**src/rtl/gf_pkg.sv**
```systemverilog
// Shared types, GF(2^8) arithmetic and MixColumns coefficient sets for the
// column-mix unit. The optional pass-through path is enabled by GF_MIXCOL_BYPASS_EN.
package gf_pkg;

  typedef enum logic [1:0] {
    IDLE,
    BUSY,
    DONE
  } mixcol_state_t;

  // AES reduction polynomial x^8 + x^4 + x^3 + x + 1 with the x^8 term dropped
  localparam logic [7:0] GF_POLY = 8'h1B;

  // Circulant coefficient rows, coefficient 0 in the MSB byte
  localparam logic [31:0] FWD_COEF = 32'h02030101;
  localparam logic [31:0] INV_COEF = 32'h0E0B0D09;

  function automatic logic [7:0] xtime(input logic [7:0] b);
    return {b[6:0], 1'b0} ^ (b[7] ? GF_POLY : 8'h00);
  endfunction

  // Shift-and-add multiply; with a constant coefficient this folds down to
  // the few xtime/XOR terms that coefficient actually needs.
  function automatic logic [7:0] gf_mul(input logic [7:0] b, input logic [7:0] c);
    logic [7:0] acc;
    logic [7:0] p;
    acc = '0;
    p   = b;
    for (int i = 0; i < 8; i++) begin
      if (c[i]) acc ^= p;
      p = xtime(p);
    end
    return acc;
  endfunction

  // Row r = XOR over k of coef[(k - r) mod 4] * s_k, row 0 in the MSB byte
  function automatic logic [31:0] mix_column(input logic [31:0] col, input logic [31:0] coef);
    logic [31:0] res;
    res = '0;
    for (int r = 0; r < 4; r++) begin
      for (int k = 0; k < 4; k++) begin
        res[31-8*r -: 8] ^= gf_mul(col[31-8*k -: 8], coef[31-8*((k-r+4)%4) -: 8]);
      end
    end
    return res;
  endfunction

endpackage

```
**src/rtl/gf_mix_column_unit_if.sv**
```systemverilog
// Block-transfer handshake between a producer/consumer and gf_mix_column_unit.
// The bypass signal exists only when GF_MIXCOL_BYPASS_EN is defined.
interface gf_mix_column_unit_if #(
  parameter int NUM_COLS = 4
);

  logic                    in_valid;
  logic                    in_ready;
  logic                    inverse;
  logic [32*NUM_COLS-1:0]  data_in;
  logic                    out_valid;
  logic                    out_ready;
  logic [32*NUM_COLS-1:0]  data_out;
  logic                    busy;
`ifdef GF_MIXCOL_BYPASS_EN
  logic                    bypass;
`endif

`ifdef GF_MIXCOL_BYPASS_EN
  modport master (
    output in_valid, inverse, data_in, out_ready, bypass,
    input  in_ready, out_valid, data_out, busy
  );

  modport slave (
    input  in_valid, inverse, data_in, out_ready, bypass,
    output in_ready, out_valid, data_out, busy
  );
`else
  modport master (
    output in_valid, inverse, data_in, out_ready,
    input  in_ready, out_valid, data_out, busy
  );

  modport slave (
    input  in_valid, inverse, data_in, out_ready,
    output in_ready, out_valid, data_out, busy
  );
`endif

endinterface

```
**src/rtl/gf_column_mixer.sv**
```systemverilog
// Combinational MixColumns / InverseMixColumns on a single 32-bit column.
// Row 0 byte sits at the MSBs of col_in and col_out.
module gf_column_mixer
  import gf_pkg::*;
(
  input  logic [31:0] col_in,
  input  logic        inverse,
  output logic [31:0] col_out
);

  logic [31:0] fwd_col;
  logic [31:0] inv_col;

  // Both constant-coefficient networks are built and selected afterwards, so
  // neither needs a general variable-coefficient multiplier.
  assign fwd_col = mix_column(col_in, FWD_COEF);
  assign inv_col = mix_column(col_in, INV_COEF);
  assign col_out = inverse ? inv_col : fwd_col;

endmodule

```
**src/rtl/gf_mix_column_unit.sv**
```systemverilog
// Sequential MixColumns engine: one column per clock through a shared mixer,
// result held until taken. GF_MIXCOL_BYPASS_EN adds a pass-through block mode.
module gf_mix_column_unit
  import gf_pkg::*;
#(
  parameter int NUM_COLS = 4
) (
  input  logic                  clk,
  input  logic                  n_rst,
  gf_mix_column_unit_if.slave   bus
);

  localparam int DW    = 32 * NUM_COLS;
  localparam int CNT_W = (NUM_COLS > 1) ? $clog2(NUM_COLS) : 1;

  mixcol_state_t     state_q, state_d;
  logic [CNT_W-1:0]  col_cnt_q, col_cnt_d;
  logic [DW-1:0]     blk_q, blk_d;
  logic              inv_q, inv_d;
  logic [DW-1:0]     dout_q, dout_d;

  logic              accept;
  logic              last_col;
  logic              take_bypass;
  logic [31:0]       mix_in;
  logic [31:0]       mix_out;

  assign accept   = (state_q == IDLE) && bus.in_valid;
  assign last_col = (col_cnt_q == CNT_W'(NUM_COLS - 1));

`ifdef GF_MIXCOL_BYPASS_EN
  assign take_bypass = bus.bypass;
`else
  assign take_bypass = 1'b0;
`endif

  // ---------------------------------------------------------------------------
  // State and datapath registers
  // ---------------------------------------------------------------------------
  // NOTE: sequential state uses non-blocking assignments so every register
  // samples the pre-edge values, independent of statement order.
  always_ff @(posedge clk or negedge n_rst) begin
    if (!n_rst) begin
      state_q   <= IDLE;
      col_cnt_q <= '0;
      // NOTE: the latched block and output buffer are plain registers, not a
      // RAM, so clearing them on reset is cheap and makes an aborted block
      // leave nothing visible on data_out.
      blk_q     <= '0;
      inv_q     <= 1'b0;
      dout_q    <= '0;
    end else begin
      state_q   <= state_d;
      col_cnt_q <= col_cnt_d;
      blk_q     <= blk_d;
      inv_q     <= inv_d;
      dout_q    <= dout_d;
    end
  end

  // ---------------------------------------------------------------------------
  // Next-state logic
  // ---------------------------------------------------------------------------
  always_comb begin
    // NOTE: assigning a default before the case keeps every path driven, so
    // no latch is inferred when a branch leaves the state unchanged.
    state_d = state_q;
    unique case (state_q)
      IDLE:    if (bus.in_valid) state_d = take_bypass ? DONE : BUSY;
      BUSY:    if (last_col)     state_d = DONE;
      DONE:    if (bus.out_ready) state_d = IDLE;
      default: state_d = IDLE;
    endcase
  end

  // ---------------------------------------------------------------------------
  // Column select into the shared mixer
  // ---------------------------------------------------------------------------
  always_comb begin
    mix_in = '0;
    for (int i = 0; i < NUM_COLS; i++) begin
      if (col_cnt_q == CNT_W'(i)) mix_in = blk_q[DW-32*(i+1) +: 32];
    end
  end

  gf_column_mixer u_mixer (
    .col_in  (mix_in),
    .inverse (inv_q),
    .col_out (mix_out)
  );

  // ---------------------------------------------------------------------------
  // Datapath next-state
  // ---------------------------------------------------------------------------
  always_comb begin
    col_cnt_d = col_cnt_q;
    blk_d     = blk_q;
    inv_d     = inv_q;
    dout_d    = dout_q;

    if (accept) begin
      // Later changes on data_in/inverse cannot reach the result after this
      blk_d     = bus.data_in;
      inv_d     = bus.inverse;
      col_cnt_d = '0;
      if (take_bypass) dout_d = bus.data_in;
    end else if (state_q == BUSY) begin
      col_cnt_d = last_col ? '0 : col_cnt_q + CNT_W'(1);
      for (int i = 0; i < NUM_COLS; i++) begin
        if (col_cnt_q == CNT_W'(i)) dout_d[DW-32*(i+1) +: 32] = mix_out;
      end
    end
  end

  // ---------------------------------------------------------------------------
  // Outputs, decoded from state only
  // ---------------------------------------------------------------------------
  always_comb begin
    bus.in_ready  = (state_q == IDLE);
    bus.busy      = (state_q == BUSY);
    bus.out_valid = (state_q == DONE);
    bus.data_out  = dout_q;
  end

endmodule

```
**src/flat_wrapper.sv**
```systemverilog
// flat-port wrapper written by rule: the top's interface ports become plain ports
module gf_mix_column_unit_flat import gf_pkg::*;
#(
  parameter int NUM_COLS = 4
)
  (clk, n_rst, bus_in_valid, bus_inverse, bus_data_in, bus_out_ready, bus_in_ready, bus_out_valid, bus_data_out, bus_busy);
  gf_mix_column_unit_if #(.NUM_COLS(NUM_COLS)) bus_i ();
  input  logic clk;
  input  logic n_rst;
  input wire logic [$bits(bus_i.in_valid)-1:0] bus_in_valid;
  input wire logic [$bits(bus_i.inverse)-1:0] bus_inverse;
  input wire logic [$bits(bus_i.data_in)-1:0] bus_data_in;
  input wire logic [$bits(bus_i.out_ready)-1:0] bus_out_ready;
  output wire logic [$bits(bus_i.in_ready)-1:0] bus_in_ready;
  output wire logic [$bits(bus_i.out_valid)-1:0] bus_out_valid;
  output wire logic [$bits(bus_i.data_out)-1:0] bus_data_out;
  output wire logic [$bits(bus_i.busy)-1:0] bus_busy;
  assign bus_i.in_valid = bus_in_valid;
  assign bus_i.inverse = bus_inverse;
  assign bus_i.data_in = bus_data_in;
  assign bus_i.out_ready = bus_out_ready;
  assign bus_in_ready = bus_i.in_ready;
  assign bus_out_valid = bus_i.out_valid;
  assign bus_data_out = bus_i.data_out;
  assign bus_busy = bus_i.busy;
  gf_mix_column_unit #(.NUM_COLS(NUM_COLS)) u_core (.clk(clk), .n_rst(n_rst), .bus(bus_i));
endmodule
```
**config.mk**
```make
export PLATFORM = sky130hd
export DESIGN_NAME = gf_mix_column_unit_flat
export DESIGN_NICKNAME = d
export VERILOG_FILES = /design/src/rtl/gf_pkg.sv /design/src/rtl/gf_mix_column_unit_if.sv /design/src/rtl/gf_column_mixer.sv /design/src/rtl/gf_mix_column_unit.sv /design/src/flat_wrapper.sv
export SDC_FILE = /design/constraint.sdc
export NUM_CORES = 1
export LEC_CHECK = 0
export CORE_ASPECT_RATIO = 0.9
export CORE_MARGIN = 1.5
export CORE_UTILIZATION = 40
export CTS_CLUSTER_DIAMETER = 120
export DETAILED_ROUTE_END_ITERATION = 6
export GPL_ROUTABILITY_DRIVEN = 0
export PLACE_DENSITY_LB_ADDON = 0.15
export SETUP_SLACK_MARGIN = 0.15
export SYNTH_ARGS = -nofsm -noshare
export SYNTH_HDL_FRONTEND = slang
export SYNTH_HIERARCHICAL = 1
export SYNTH_SLANG_ARGS = --single-unit
```
**constraint.sdc**
```tcl
create_clock -name clk -period 10.64 [get_ports clk]
set_input_delay 2.128 -clock clk [delete_from_list [all_inputs] [get_ports clk]]
set_output_delay 2.128 -clock clk [all_outputs]
set_load 0.03 [all_outputs]
```
# Yosys cells after proc, flatten, opt, wreduce, memory -nomap -nowiden
# Index checks and enable logic that the tools add are counted.
# word_totals
regBits	261
input_bits	133
output_inout_bits	131
# op_classes
eq_ne	8
n_reduce_logical	9
bitwise	65
add_sub_neg	1
mux	24
# op_table
op	n
8-bit XOR	55
32-bit 2-to-1 mux	5
8-bit by 5-bit XOR with 8-bit output	9
5-bit 2-to-1 mux	12
3-bit AND reduction	5
2-bit 2-to-1 mux	6
2-bit == test, second input constant	3
2-bit case mux with 3 select lines	1
2-bit by 1-bit == test with 1-bit output, second input constant	2
2-bit zero test	2
2-bit != test, second input constant	2
2-bit by 1-bit adder with 2-bit output, second input constant	1
2-bit by 1-bit != test with 1-bit output, second input constant	1
2-bit nonzero test	1
1-bit logical AND	1
1-bit NOT	1

# Depth between registers and ports, before layout
# Gate-level depths: netlist of the first run.
# logic_depth
depth_word	16
ltp_mapped	14
mapped_depth_nobuf	12

# Cells and area by module
# The synthesis of the first run kept the hierarchy.
# by_module_without_submodules
mod	area_per_inst_um2	cells_each	n_inst	seq_area_each_um2
gf_mix_column_unit	10954.3	720	1	6531.3
gf_column_mixer	2447.3	276	1	0.0

# Least setup slack after synthesis of the first run
# Ideal clock, no wire load.
# synth_timing
path_kind	reg2reg
from	register u_core.col_cnt_q[0]
to	register u_core.dout_q[108] (netlist: u_core/bus.data_out[108])
arrival_time_ns	3.545
path_stages_with_launch	14
required_time_ns	10.515
setup_ns	0.125
slack_ns	6.971
path_cell_list	dfrtp_1 > inv_1 > ha_1 > clkbuf_1 > clkbuf_1 > nand3b_1 > a31oi_1 > xnor2_4 > xnor3_1 > xor2_1 > xor3_1 > a21oi_2 > xor2_1 > mux2_2
# synth_between
elab_chain_len	14
word_cells_on_any_way	46
classes_between	eq/ne (3); mux (16); bitwise (25); reduce/logical (2)
# synth_lines
item	line	text
from (decl)	gf_mix_column_unit.sv:17	logic [CNT_W-1:0] col_cnt_q, col_cnt_d;
from (signal assigned)	gf_mix_column_unit.sv:54	col_cnt_q <= col_cnt_d;
2-bit zero test	gf_mix_column_unit.sv:82	if (col_cnt_q == CNT_W'(i)) mix_in = blk_q[DW-32*(i+1) +: 32];
32-bit 2-to-1 mux (3 in a row)	gf_mix_column_unit.sv:82	
32-bit 2-to-1 mux (*)	gf_mix_column_unit.sv:82	
named net u_core.mix_in[21]	gf_mix_column_unit.sv:25	logic [31:0] mix_in;
8-bit by 5-bit XOR with 8-bit output (*) (2 in a row)	gf_pkg.sv:19	return {b[6:0], 1'b0} ^ (b[7] ? GF_POLY : 8'h00);
5-bit 2-to-1 mux (*)	gf_pkg.sv:19	
8-bit XOR (*)	gf_pkg.sv:19	
8-bit XOR (*)	gf_pkg.sv:30	if (c[i]) acc ^= p;
8-bit XOR (*) (3 in a row)	gf_pkg.sv:42	res[31-8*r -: 8] ^= gf_mul(col[31-8*k -: 8], coef[31-8*((k-r+4)%4) -: 8]);
32-bit 2-to-1 mux (*)	gf_column_mixer.sv:18	assign col_out = inverse ? inv_col : fwd_col;
named net u_core.mix_out[12]	gf_mix_column_unit.sv:26	logic [31:0] mix_out;
to (signal assigned)	gf_mix_column_unit.sv:57	dout_q <= dout_d;
to (decl)	gf_mix_column_unit.sv:20	logic [DW-1:0] dout_q, dout_d;
# Mark *: on every way through the listed nets, which the timed path passes. The rest lies on a longest branch.
# A chain may end at the register's enable or synchronous reset.

# Worst setup path in the final report of the first run
# layout_timing
from	register u_core.col_cnt_q[0]
to	register u_core.dout_q[44] (netlist: u_core/bus.data_out[44])
# layout_between
elab_chain_len	14
word_cells_on_any_way	46
classes_between	eq/ne (3); mux (16); bitwise (25); reduce/logical (2)
# layout_lines
item	line
2-bit zero test	gf_mix_column_unit.sv:82
32-bit 2-to-1 mux (3 in a row)	gf_mix_column_unit.sv:82
32-bit 2-to-1 mux (*)	gf_mix_column_unit.sv:82
named net u_core.mix_in[22]	gf_mix_column_unit.sv:25
8-bit by 5-bit XOR with 8-bit output (*)	gf_pkg.sv:19
5-bit 2-to-1 mux (*)	gf_pkg.sv:19
8-bit by 5-bit XOR with 8-bit output (*)	gf_pkg.sv:19
8-bit XOR (*)	gf_pkg.sv:19
8-bit XOR (*)	gf_pkg.sv:30
8-bit XOR (*) (3 in a row)	gf_pkg.sv:42
32-bit 2-to-1 mux (*)	gf_column_mixer.sv:18
named net u_core.mix_out[12]	gf_mix_column_unit.sv:26
# Marks and branches as above.

==> results of run 1 <==
[synthesized netlist by cell type, types with 3 or more instances]
cell	number	area, um^2
o22ai_1	31	194
nand3b_1	32	240
mux2_4	88	1320
nor2_1	10	37.5
ha_1	4	50.1
clkbuf_1	32	120
xnor3_1	12	270
nand2b_1	3	18.8
mux2_2	169	1900
a31oi_1	32	200
nand2_1	50	188
xnor2_2	4	65.1
mux2i_1	3	30.0
dfrtp_1	261	6530
a21oi_1	7	35.0
xor2_1	54	473
inv_1	5	18.8
o21ai_0	6	30.0
buf_2	23	115
xnor2_1	144	1260
buf_6	10	113
[registers in the layout (all words and copies together), names as in the netlist]
signal / count
u_core/state_q: 2
u_core/inv_q: 1
u_core/bus.data_out: 128
u_core/blk_q: 128
u_core/col_cnt_q: 2
[logic make-up (layout without fill, tap and decap cells)]
family	Yosys count	count (layout)
xor gates and xnor gates	219	219
adders and majority gates	4	4
and+or+nand+nor	99	99
AOI/OAI and AO/OA	79	79
DFF	261	261
other	0	1
buffers and inverters	74	348
muxes	260	260
[final timing paths]
kind	start	end	depth (start not counted)
min in group asynchronous	n_rst	u_core/bus.data_out[22]	1
max	u_core/col_cnt_q[0]	u_core/bus.data_out[44]	12
max reg2reg	u_core/col_cnt_q[0]	u_core/bus.data_out[44]	12
min	u_core/bus.data_out[24]	u_core/bus.data_out[24]	1
max in group asynchronous	n_rst	u_core/bus.data_out[41]	2
min reg2reg	u_core/bus.data_out[24]	u_core/bus.data_out[24]	1
[critical path, delay by kind of cell (launching register included)]
kind / cells / cell delay (ns)
and+or+nand+nor: 1 / 0.15
buffers and inverters: 1 / 0.36
DFF: 1 / 0.42
xor gates and xnor gates: 5 / 1.97
AOI/OAI and AO/OA: 3 / 1.21
muxes: 1 / 0.23
adders and majority gates: 1 / 0.34
[cells in the final DEF, fill, tap and decap left out, drive strengths merged, types with 12 or more instances in the layout]
| master | instances |
|---|---|
| clkdlybuf4s50 | 262 |
| dfrtp | 261 |
| nand2 | 50 |
| xnor3 | 12 |
| xnor2 | 150 |
| mux2 | 257 |
| o22ai | 31 |
| nand3b | 32 |
| clkbuf | 42 |
| xor2 | 56 |
| a31oi | 32 |
| buf | 26 |
[area by class of cell]
| type | count | area [um^2] | area share (%) |
|---|---|---|---|
| clock inverter | 12 | 120 | 0.691 |
| antenna | 1 | 2.50 | 0.0144 |
| sequential | 261 | 6530 | 37.6 |
| timing repair buffer | 288 | 2830 | 16.3 |
| inverter | 6 | 22.5 | 0.130 |
| multi-input combinational | 661 | 6490 | 37.4 |
| clock buffer | 42 | 855 | 4.92 |
| tap | 422 | 528 | 3.04 |
[stage by stage]
step	cell area (um^2)	worst slack, ns	hold WS [ns]	util, %	cells
CTS	17400	5.68	0.505	52.7	1692
global placement	16400	5.34	0.486	49.8	1638
detailed placement	16400	5.33	0.488	49.8	1638
floorplan	13400	6.97	0.473	-	996
global route	17400	5.53	0.512	52.7	1692
finish	17400	5.86	0.500	52.7	1693
[layer usage]
metal	wire length, um	global-route usage [%]	vias up
li1	-	-	3946
met1	16500	28.6	4246
met2	15700	31.3	222
met3	1620	3.14	38
met4	503	3.94	0
met5	0	0	-
==> metrics.yaml, run 1 <==
timing.final.crit_period_ns: 4.78
max-slew-margin-rel_pct: 18.0
finalSetupViolCount: 0
grt_pass1_vias: 8602
cts.path.max_buffers: 3
insertion_delay_ns: 0.56
totalWireLength_um: 34300
drv_cap: 0
async_reset_ff_share_pct: 100
required_ns: 11.13
drc: 0
syn_nets: 1133
synthXorXnorAreaFrac_pct: 16.3
grt_max_degree: 128
outcome: "finished clean"
post-cts-setup-buffer-count: 0
antenna_found_initial: 1
cp_slowest_cell: "a31oi_1"
cp_max_fo: 31
hold_class: "reg -> reg"
synth_compound_area_share_pct: 3.60
clock-root-buffer: "clkbuf_16"
viasPerCell: 4.99
fillers: 2886
num_vias: 8452
start_util_pct: 40.7
clock-sinks: 261
post_drt_wl_per_cell_um: 20.3
synthFlopType: "dfrtp_1"
crit_arrival_ns: 5.27
pin_count: 264
worstSetupStartpointType: "register"
cp-end-kind: "register"
path_cells: "ha_1 -> nand2b_1 -> buf_4 -> o22ai_1 -> a31oi_1 -> xor2_2 -> xnor3_1 -> xor2_1 -> xor3_1 -> a21oi_2 -> xor2_1 -> mux2_2"
die_y_um: 177
muxShareOfSynthArea_pct: 24.3
synth_cell_types: 33
r2r_setup_slack_ns: 5.86
cts.reportedPaths.clkPinSlew_ns: 0.06
skew_ns: 0.00929
syn2layout_area_growth_pct: 29.7
hold_viol_final: 0
yosysWarnings: 6
drive_gt1_share_pct: 27.3
die_w_um: 196
synth_top_family_by_area: "multiplexers"
grt_pass1_wl_um: 52200
setup-tns-final_ns: 0
rows: 63
syn_area_um2: 13400
drtPass1Iterations: 5
postCtsHoldBufs: 0
core_um2: 32900
slew_viol_final: 0
htreeDepth: 1
synth_fa_ha_area_share_pct: 0.373
io_buffers: 263
worstSetupPathType: "reg -> reg"
cts_tree: "done"
dp_hpwl_um: 24800
cts_made_buffers: 29
grt_setup_unrepaired: "false"
dieArea_um2: 34600
clock.fmax_ghz: 0.209
synth_edf_count: 0
synth-simple-area-share_pct: 3.83
synthCells: 996
nets: 1384
cp_common_cell: "xor2_1"
fin_crit_sh_pct: 44.9
grtUsageTotal_pct: 19.7
syn_area_per_cell_um2: 13.5
ys_seq_area_share_pct: 48.7
dr.first_iter.drc_count: 472
worstMarginPinSlew_ns: 1.22
grt_overflow_total: 0
synth-seq-cells: 261
ctsResizeCount: 0
slowest_delay_ns: 0.90
drtAntennaViolNets: 0
Power of run 1 is left out: the tool's default activity adds up to more than one toggle a clock period on the data nets, which glitch-free logic cannot reach.
==> inputs of run 2 (changes only) <==
==> constraint.sdc (replaced) <==
create_clock -name clk -period 5 [get_ports clk]
set_input_delay 1 -clock clk [delete_from_list [all_inputs] [get_ports clk]]
set_output_delay 1 -clock clk [all_outputs]
set_load 0.03 [all_outputs]
==> run 2 against run 1 <==
Sequential share of layout area shrank 0.22 points. Routed wire length grew 3.6%. Via count grew 1.5%. Flip-flop and latch count is the same. Die area is the same. Utilization grew 0.31 points. Highest routed layer unchanged.
==> metrics.yaml, run 2 (synthesis results as in run 1) <==
outcome: "finished clean"
skew_ns: 0.0251  # +0.0158 ns
cp_max_fo: 15  # -52%
viasPerCell: 5.03  # +0.82%
drive_gt1_share_pct: 28.1  # +0.74 points
grtUsageTotal_pct: 20.6  # +0.93 points
cts.path.max_buffers: 3  # unchanged
dp_hpwl_um: 26200  # +5.7%
insertion_delay_ns: 0.55  # about the same
grt_setup_unrepaired: "false"
fin_crit_sh_pct: 89.9  # +45 points
die_w_um: 196  # unchanged
layout_common_cells: "262 x clkdlybuf4s50_1, 261 x dfrtp_1, 169 x mux2_2"
slowest_delay_ns: 0.73  # -0.17 ns
num_vias: 8582  # +1.5%
die_y_um: 177  # unchanged
crit_arrival_ns: 4.96  # -0.31 ns
final_common_cell: "clkdlybuf4s50_1"
finalSetupViolCount: 0  # unchanged
slew_viol_final: 0  # unchanged
timing.final.crit_period_ns: 4.49  # -0.284 ns
worstSetupStartpointType: "register"
post-cts-setup-buffer-count: 0  # unchanged
setup-tns-final_ns: 0  # unchanged
hold_viol_final: 0  # unchanged
drc: 0  # unchanged
drv_cap: 0  # unchanged
cts_made_buffers: 28  # -3.4%
grt_pass1_wl_um: 54600  # +4.6%
syn2layout_area_growth_pct: 30.4
drtPass1Iterations: 5  # unchanged
io_buffers: 263  # unchanged
worstSetupPathType: "reg -> reg"
dieArea_um2: 34600  # unchanged
start_util_pct: 40.7  # unchanged
totalWireLength_um: 35600  # +3.6%
hold_class: "reg -> reg"
post_drt_wl_per_cell_um: 20.9  # +2.9%
htreeDepth: 1  # unchanged
pin_count: 264  # unchanged
cp_slowest_cell: "xnor2_1"
antenna_found_initial: 0  # -1
fillers: 2873  # -0.45%
drtAntennaViolNets: 0  # unchanged
worstMarginPinSlew_ns: 1.18  # -0.0422 ns
clock-root-buffer: "clkbuf_16"
diodes: 0  # -1
ctsResizeCount: 0  # unchanged
max-slew-margin-rel_pct: 20.9  # +2.8 points
core_um2: 32900  # unchanged
dr.first_iter.drc_count: 540  # +14%
required_ns: 5.47  # -5.66 ns
cp_common_cell: "xnor2_1"
cp-end-kind: "register"
path_cells: "inv_1 -> ha_1 -> nor2_2 -> buf_4 -> a31oi_1 -> xnor2_1 -> xnor3_1 -> xnor2_1 -> nand2_1 -> xnor2_1 -> xnor2_1 -> mux2_2"
grt_max_degree: 123  # -3.9%
postCtsHoldBufs: 0  # unchanged
cts_tree: "done"
grt_pass1_vias: 8805  # +2.4%
grt_overflow_total: 0  # unchanged
rows: 63  # unchanged
clock-sinks: 261  # unchanged
cts.reportedPaths.clkPinSlew_ns: 0.07  # about the same
nets: 1401  # +1.2%
clock.fmax_ghz: 0.223  # +6.3%
r2r_setup_slack_ns: 0.51  # -5.36 ns
-- run 2: changes by cell type in the layout (fill, tap and decap cells not counted) --
cell / previous run / this run
buf_4: 25 / 41
clkbuf_8: 8 / 5
clkinv_4: 0 / 1
clkinv_2: 7 / 6
inv_6: 2 / 0
diode_2: 1 / 0
buf_12: 0 / 2
-- run 2: worst paths after layout --
kind / from / to / cells after the start
max in group asynchronous: n_rst / u_core/bus.data_out[10] / 2
worst min-delay path: u_core/bus.data_out[8] / u_core/bus.data_out[8] / 1
worst max register to register: u_core/col_cnt_q[0] / u_core/bus.data_out[126] / 12
worst min register to register: u_core/bus.data_out[8] / u_core/bus.data_out[8] / 1
min in group asynchronous: n_rst / u_core/bus.data_out[22] / 1
worst max-delay path: u_core/col_cnt_q[0] / u_core/bus.data_out[126] / 12
-- run 2: layout make-up --
class | instances | area, um^2 | area share, %
flip-flops and latches | 261 | 6530 | 37.4
multi-input cells | 661 | 6490 | 37.1
repair buffers | 306 | 2990 | 17.1
clock buffers | 39 | 813 | 4.65
well taps | 422 | 528 | 3.02
clock inverters | 10 | 106 | 0.608
inverters | 6 | 22.5 | 0.129
-- run 2: per-layer routing --
layer,GRT usage (%),share of wire [%],up-vias
li1,-,-,3986
met1,30.1,48,4300
met2,32.5,45,255
met3,3.33,4.8,41
met4,4.07,1.8,0
met5,0,0,-
-- run 2: worst max-delay path: cells and delay by family, from the launching register on --
kind / cells / cell delay [ns]
muxes: 1 / 0.27
and+or+nand+nor: 2 / 0.66
DFF: 1 / 0.43
buffers and inverters: 2 / 0.43
adders and majority gates: 1 / 0.26
xor gates and xnor gates: 5 / 2.01
AOI/OAI and AO/OA: 1 / 0.35
-- run 2: metrics by stage --
step                setup slack, ns  cells  utilization [%]  area, um^2  hold WS, ns
finish                        0.507   1705             53.0       17500        0.502
floorplan                      1.33    996                -       13400        0.473
CTS                           0.510   1705             53.0       17500        0.505
global route                  0.219   1705             53.0       17500        0.512
detailed placement            0.544   1656             50.3       16600        0.491
global placement              0.609   1656             50.3       16600        0.486
Power of run 2 is left out for the same reason.
==> inputs of run 3 (changes only) <==
--- a/config.mk
+++ b/config.mk
@@ -11,7 +11,6 @@
 export CTS_CLUSTER_DIAMETER = 120
 export DETAILED_ROUTE_END_ITERATION = 6
 export GPL_ROUTABILITY_DRIVEN = 0
-export PLACE_DENSITY_LB_ADDON = 0.15
 export SETUP_SLACK_MARGIN = 0.15
 export SYNTH_ARGS = -nofsm -noshare
 export SYNTH_HDL_FRONTEND = slang
==> constraint.sdc (replaced) <==
create_clock -name clk -period 4.5 [get_ports clk]
set_input_delay 0.9 -clock clk [delete_from_list [all_inputs] [get_ports clk]]
set_output_delay 0.9 -clock clk [all_outputs]
set_load 0.03 [all_outputs]
==> run 3 against run 2 <==
Critical path depth is 1 higher. Utilization grew 0.061 points. Non-clock buffer count is 1 higher. Via count about the same. Register-to-register slack lost 0.02 ns. Clock-buffer cell count is 7 higher. Flip-flop and latch count unchanged. Routed wire length barely moved. Clock skew is 0.016 ns lower.
==> metrics.yaml, run 3 (synthesis results as in run 1) <==
outcome: "finished clean"
place_area_um2: 16600  # +0.26%
post_drt_wl_per_cell_um: 20.8  # -0.14%
place_inst: 1657  # +0.060%
slew_viol_final: 0  # unchanged
totalWireLength_um: 35600  # about the same
drc: 0  # unchanged
instances_no_fill: 1706  # +0.059%
hold_viol_final: 0  # unchanged
crit_arrival_ns: 4.49  # -0.47 ns
cts_tree: "done"
drv_cap: 0  # unchanged
skew_ns: 0.00887  # -0.0163 ns
hold_class: "in -> async"
grt_pass1_wl_um: 55200  # +1.1%
crit_family: "XOR/XNOR gates"
drive_gt1_share_pct: 27.7  # -0.33 points
ctsResizeCount: 0  # unchanged
pre_cts_slack_ns: 0.397  # -0.148 ns
final_common_cell: "clkdlybuf4s50_1"
cts.path.max_buffers: 3  # unchanged
path_cells: "ha_1 -> nand2b_1 -> buf_12 -> o22ai_1 -> a31oi_1 -> buf_4 -> xnor3_1 -> xnor3_1 -> xor2_1 -> xnor2_1 -> nand2_1 -> xnor2_1 -> mux2_2"
worstSetupPathType: "reg -> reg"
timing.final.crit_period_ns: 4.02  # -0.476 ns
num_vias: 8576  # -0.070%
die_y_um: 177  # unchanged
fillers: 2838  # -1.2%
cp-end-kind: "register"
rows: 63  # unchanged
postCtsHoldBufs: 0  # unchanged
start_util_pct: 40.7  # unchanged
syn2layout_area_growth_pct: 30.6
drtPass1Iterations: 4  # -1
clock-root-buffer: "clkbuf_16"
r2r_setup_slack_ns: 0.48  # -0.02 ns
htreeDepth: 1  # unchanged
grt_pass1_vias: 8989  # +2.1%
finalWorstSetupSlack_ns: 0.483  # -0.0237 ns
slowest_delay_ns: 0.52  # -0.21 ns
core_um2: 32900  # unchanged
crit_buf_inv: 2  # unchanged
dp_hpwl_um: 26300  # +0.36%
drtAntennaViolNets: 0  # unchanged
multi_input_area_um2: 6500  # +0.21%
required_ns: 4.97  # -0.50 ns
dieArea_um2: 34600  # unchanged
ff2ff_path_depth: 13  # +1
nets: 1403  # +0.14%
diodes: 0  # unchanged
timing.rr.start: "u_core/col_cnt_q[0]"
layout_common_cells: "262 x clkdlybuf4s50_1, 261 x dfrtp_1, 169 x mux2_2"
io_buffers: 263  # unchanged
dr.first_iter.drc_count: 509  # -5.7%
max-slew-margin-rel_pct: 43.7  # +23 points
pin_count: 264  # unchanged
finalSetupViolCount: 0  # unchanged
grt_overflow_total: 0  # unchanged
antenna_found_initial: 0  # unchanged
post-cts-setup-buffer-count: 0  # unchanged
final_cell_area_um2: 17500  # +0.11%
area.sequential_um2: 6530  # unchanged
cp_max_fo: 31  # +16
clock.fmax_ghz: 0.249  # +12%
fin_crit_sh_pct: 89.3  # -0.60 points
clock-sinks: 261  # unchanged
r2r-end: "u_core/bus.data_out[21]"
worstMarginPinSlew_ns: 0.839  # -0.343 ns
cts.reportedPaths.clkPinSlew_ns: 0.06  # about the same
grtUsageTotal_pct: 20.7  # +0.095 points
grt_setup_unrepaired: "false"
viasPerCell: 5.03  # -0.13%
cp_slowest_cell: "xnor2_1"
grt_max_degree: 106  # -14%
die_w_um: 196  # unchanged
setup-tns-final_ns: 0  # unchanged
insertion_delay_ns: 0.54  # about the same
worstSetupStartpointType: "register"
cts_made_buffers: 29  # +3.6%
## run 3: changes by cell type in the layout (fill, tap and decap cells not counted), moves of 2 or more
cell / change
buf_12: +3
buf_4: -2
bufinv_16: -2
clkbuf_1: +5
clkbuf_8: +2
clkinv_2: -5
## run 3: routing by layer
layer / track usage, % / routed length, um / vias to the layer above
met5: 0 / 0 / -
met4: 4.33 / 613 / 0
met3: 3.22 / 1880 / 45
met2: 31.7 / 15400 / 268
met1: 31.1 / 17600 / 4273
li1: - / - / 3990
## run 3: per-stage QoR
step | hold WS [ns] | util [%]
after floorplan | 0.473 | -
after global routing | 0.464 | 53.1
after detailed placement | 0.492 | 50.4
after global placement | 0.488 | 50.4
after CTS | 0.440 | 53.1
final | 0.375 | 53.1
## run 3: worst max-delay path by stage
stage                                   start                        to  depth (start not counted)
after floorplan           u_core/col_cnt_q[0]  u_core/bus.data_out[108]                         13
after global placement    u_core/col_cnt_q[1]   u_core/bus.data_out[86]                         12
after detailed placement  u_core/col_cnt_q[1]  u_core/bus.data_out[124]                         12
after CTS                 u_core/col_cnt_q[1]  u_core/bus.data_out[124]                         12
after global routing      u_core/col_cnt_q[0]  u_core/bus.data_out[108]                         13
final                     u_core/col_cnt_q[0]   u_core/bus.data_out[21]                         13
## run 3: final cells by class
class,instances,share of cell area [%]
Timing Repair Buffer,307,17.3
Sequential cell,261,37.3
Clock buffer,46,4.91
Clock inverter,3,0.122
Inverter,6,0.129
Tap cell,422,3.02
Multi-Input combinational cell,661,37.2
Power of run 3 is left out for the same reason.
==> patch: new RTL, flow settings as in run 1 <==
`dout_q` no longer has a reset.
--- a/src/rtl/gf_mix_column_unit.sv
+++ b/src/rtl/gf_mix_column_unit.sv
@@ -48,14 +48,16 @@
       // leave nothing visible on data_out.
       blk_q     <= '0;
       inv_q     <= 1'b0;
-      dout_q    <= '0;
     end else begin
       state_q   <= state_d;
       col_cnt_q <= col_cnt_d;
       blk_q     <= blk_d;
       inv_q     <= inv_d;
-      dout_q    <= dout_d;
     end
+  end
+
+  always_ff @(posedge clk) begin
+    dout_q <= dout_d;
   end
 
   // ---------------------------------------------------------------------------
Formal check against the unedited RTL: not equivalent (Yosys sat finds a counterexample within 4 cycles, from zero or initial values and one cycle with n_rst low; the reset may be asserted at any time).
==> patch against run 1 <==
Setup slack got worse by 31 ps. Via count decreased by 14%. Wire length decreased by 12%. Sequential cell count unchanged. Critical path depth decreased by 1. Synthesized area decreased by 6.9%. Final area decreased by 6.0%. Non-clock buffer count decreased by 3. Fmax decreased by 0.65%. Largest cell class unchanged. Highest routed layer is now met5.
Power is left out: the tool's default activity adds up to more than one toggle a clock period on the data nets, which glitch-free logic cannot reach.
==> patch: results (changes against run 1) <==
Dpl hpwl - 21.6 mm (was 24.8 mm)
Clock skew - 13.9 ps (was 9.29 ps)
Largest net degree at the start of global routing - 77 (was 128)
Register-to-register setup slack - 5830 ps (was 5860 ps)
Fill cell count - 2604 (was 2886)
Port Buffers - 263 (unchanged)
Worst-path clk slew - 60 ps (about the same)
Number of synthesized flops with an enable pin - 128 (was 0)
Pre-Repair DR Iteration Count - 4 (was 5)
Worst Tran Pin Value - 1110 ps (was 1220 ps)
Syn nets - 959 (was 1133)
Critical path endpoint - u_core/bus.data_out[44]$_DFFE_PP_ (was u_core/bus.data_out[44]$_DFFE_PN0P_)
Setup repair bufs after CTS - 0 (unchanged)
CP arrival - 5120 ps (was 5270 ps)
Reg-to-reg endpoint - u_core/bus.data_out[44]$_DFFE_PP_ (was u_core/bus.data_out[44]$_DFFE_PN0P_)
Max clock buf depth - 3 (unchanged)
Synth area leaders - edfxtp_1, dfrtp_1, mux2_4 (was dfrtp_1, mux2_2, mux2_4)
Crit-path slowest cell - a21oi_1 (was a31oi_1)
Number of library cell types mapped by synthesis - 38 (was 33)
Avg WL per Cell - 20.0 um (was 20.3 um)
Ys async rst share - 51.0% (was 100%)
Initial drt markers - 474 (was 472)
Reg2reg start - u_core/col_cnt_q[0]$_DFFE_PN0P_ (unchanged)
Final net count - 1221 (was 1384)
Crit-path max FO - 17 (was 31)
Worst path max stage delay - 700 ps (was 900 ps)
Total GRT Usage - 18.8% (was 19.7%)
Status - finished, final reports clean (unchanged)
PostCTS Resize Cnt - 0 (unchanged)
Compound-Gate Fraction of Synth Area - 5.48% (was 3.60%)
Vias - 7284 (was 8452)
Post-synthesis sequential area ratio - 57.5% (was 48.7%)
Share of cells above drive strength 1 - 19.3% (was 27.3%)
Post-synth top cells - xnor2_1, dfrtp_1, edfxtp_1 (was dfrtp_1, mux2_2, xnor2_1)
Synth Area in Adders - 0.401% (was 0.373%)
Clk_lat worst skew - 540 ps (was 560 ps)
First-pass GRT wire length - 45.9 mm (was 52.2 mm)
Post-synthesis xor/xnor area fraction - 17.5% (was 16.3%)
Clock Tree Root - clkbuf_16 (unchanged)
Cell family with most CP delay - XOR/XNOR gates (unchanged)
Number of global-route vias before repair - 7494 (was 8602)
Ys flop type - dfrtp_1 (unchanged)
Initial antenna violation count - 2 (was 1)
CTS Buf Count - 27 (was 29)
Mux cell area share after synthesis - 14.5% (was 24.3%)
==> patch: cell types whose count changed after synthesis, sizes merged, moves of 35 or more <==
cell,change
dfrtp,-128
mux2,-128
nand2,-35
edfxtp,+128
==> patch: logic make-up after synthesis <==
logic type	Yosys count
buffers and inverters	58
AND/OR/NAND/NOR	38
XOR/XNOR	219
flip-flops	261
multiplexers	132
adder cells (fa/ha/maj)	4
AO/OA/AOI/OAI	110
==> patch: area by class of cell <==
cell class / instances / area (um2) / area share [%]
antenna: 1 / 2.50 / 0.0153
clock buffer: 39 / 791 / 4.84
clock inverter: 11 / 113 / 0.690
inverter: 6 / 22.5 / 0.138
multi-input combinational: 503 / 4920 / 30.1
sequential: 261 / 7170 / 43.9
tap: 409 / 512 / 3.13
timing repair buffer: 285 / 2800 / 17.1
==> patch: how the worst min path moves through the flow <==
stage	from	endpoint	slack, ps	cells past startpoint
2_1_floorplan	u_core/blk_q[94]$_DFFE_PN0P_	u_core/blk_q[94]$_DFFE_PN0P_	480	1
3_3_place_gp	u_core/blk_q[116]$_DFFE_PN0P_	u_core/blk_q[116]$_DFFE_PN0P_	490	1
3_5_place_dp	u_core/blk_q[64]$_DFFE_PN0P_	u_core/blk_q[64]$_DFFE_PN0P_	490	1
4_1_cts	u_core/blk_q[122]$_DFFE_PN0P_	u_core/blk_q[122]$_DFFE_PN0P_	510	1
5_1_grt	u_core/blk_q[108]$_DFFE_PN0P_	u_core/blk_q[108]$_DFFE_PN0P_	520	1
6_report	u_core/blk_q[97]$_DFFE_PN0P_	u_core/blk_q[97]$_DFFE_PN0P_	510	1
==> patch: through the flow <==
step | hold slack (ps) | instances | instance area, um2 | setup slack (ps) | utilization [%]
finish | 505 | 1515 | 16300 | 5830 | 53.1
global placement | 489 | 1464 | 15400 | 5320 | 50.1
detailed placement | 493 | 1464 | 15400 | 5280 | 50.1
CTS | 510 | 1514 | 16300 | 5840 | 53.1
global route | 523 | 1514 | 16300 | 5560 | 53.1
floorplan | 479 | 822 | 12500 | 6960 | -
==> patch: worst register-to-register path, stage by stage, from the launching register on <==
cell and delay (ps):
dfrtp_1 420, ha_1 300, nand2b_1 650, buf_4 370
o22ai_1 160, a21oi_1 700, xnor2_4 290, xnor3_1 480
xor2_1 330, xor3_1 390, a21oi_2 170, xor2_1 330
==> patch: routing by layer <==
layer	track usage (%)	part of all wire [%]	vias to the layer above
met3	3.43	5.6	32
met2	28.7	44	236
met5	0	0.043	-
met1	28.0	49	3552
li1	-	-	3462
met4	3.73	1.7	2
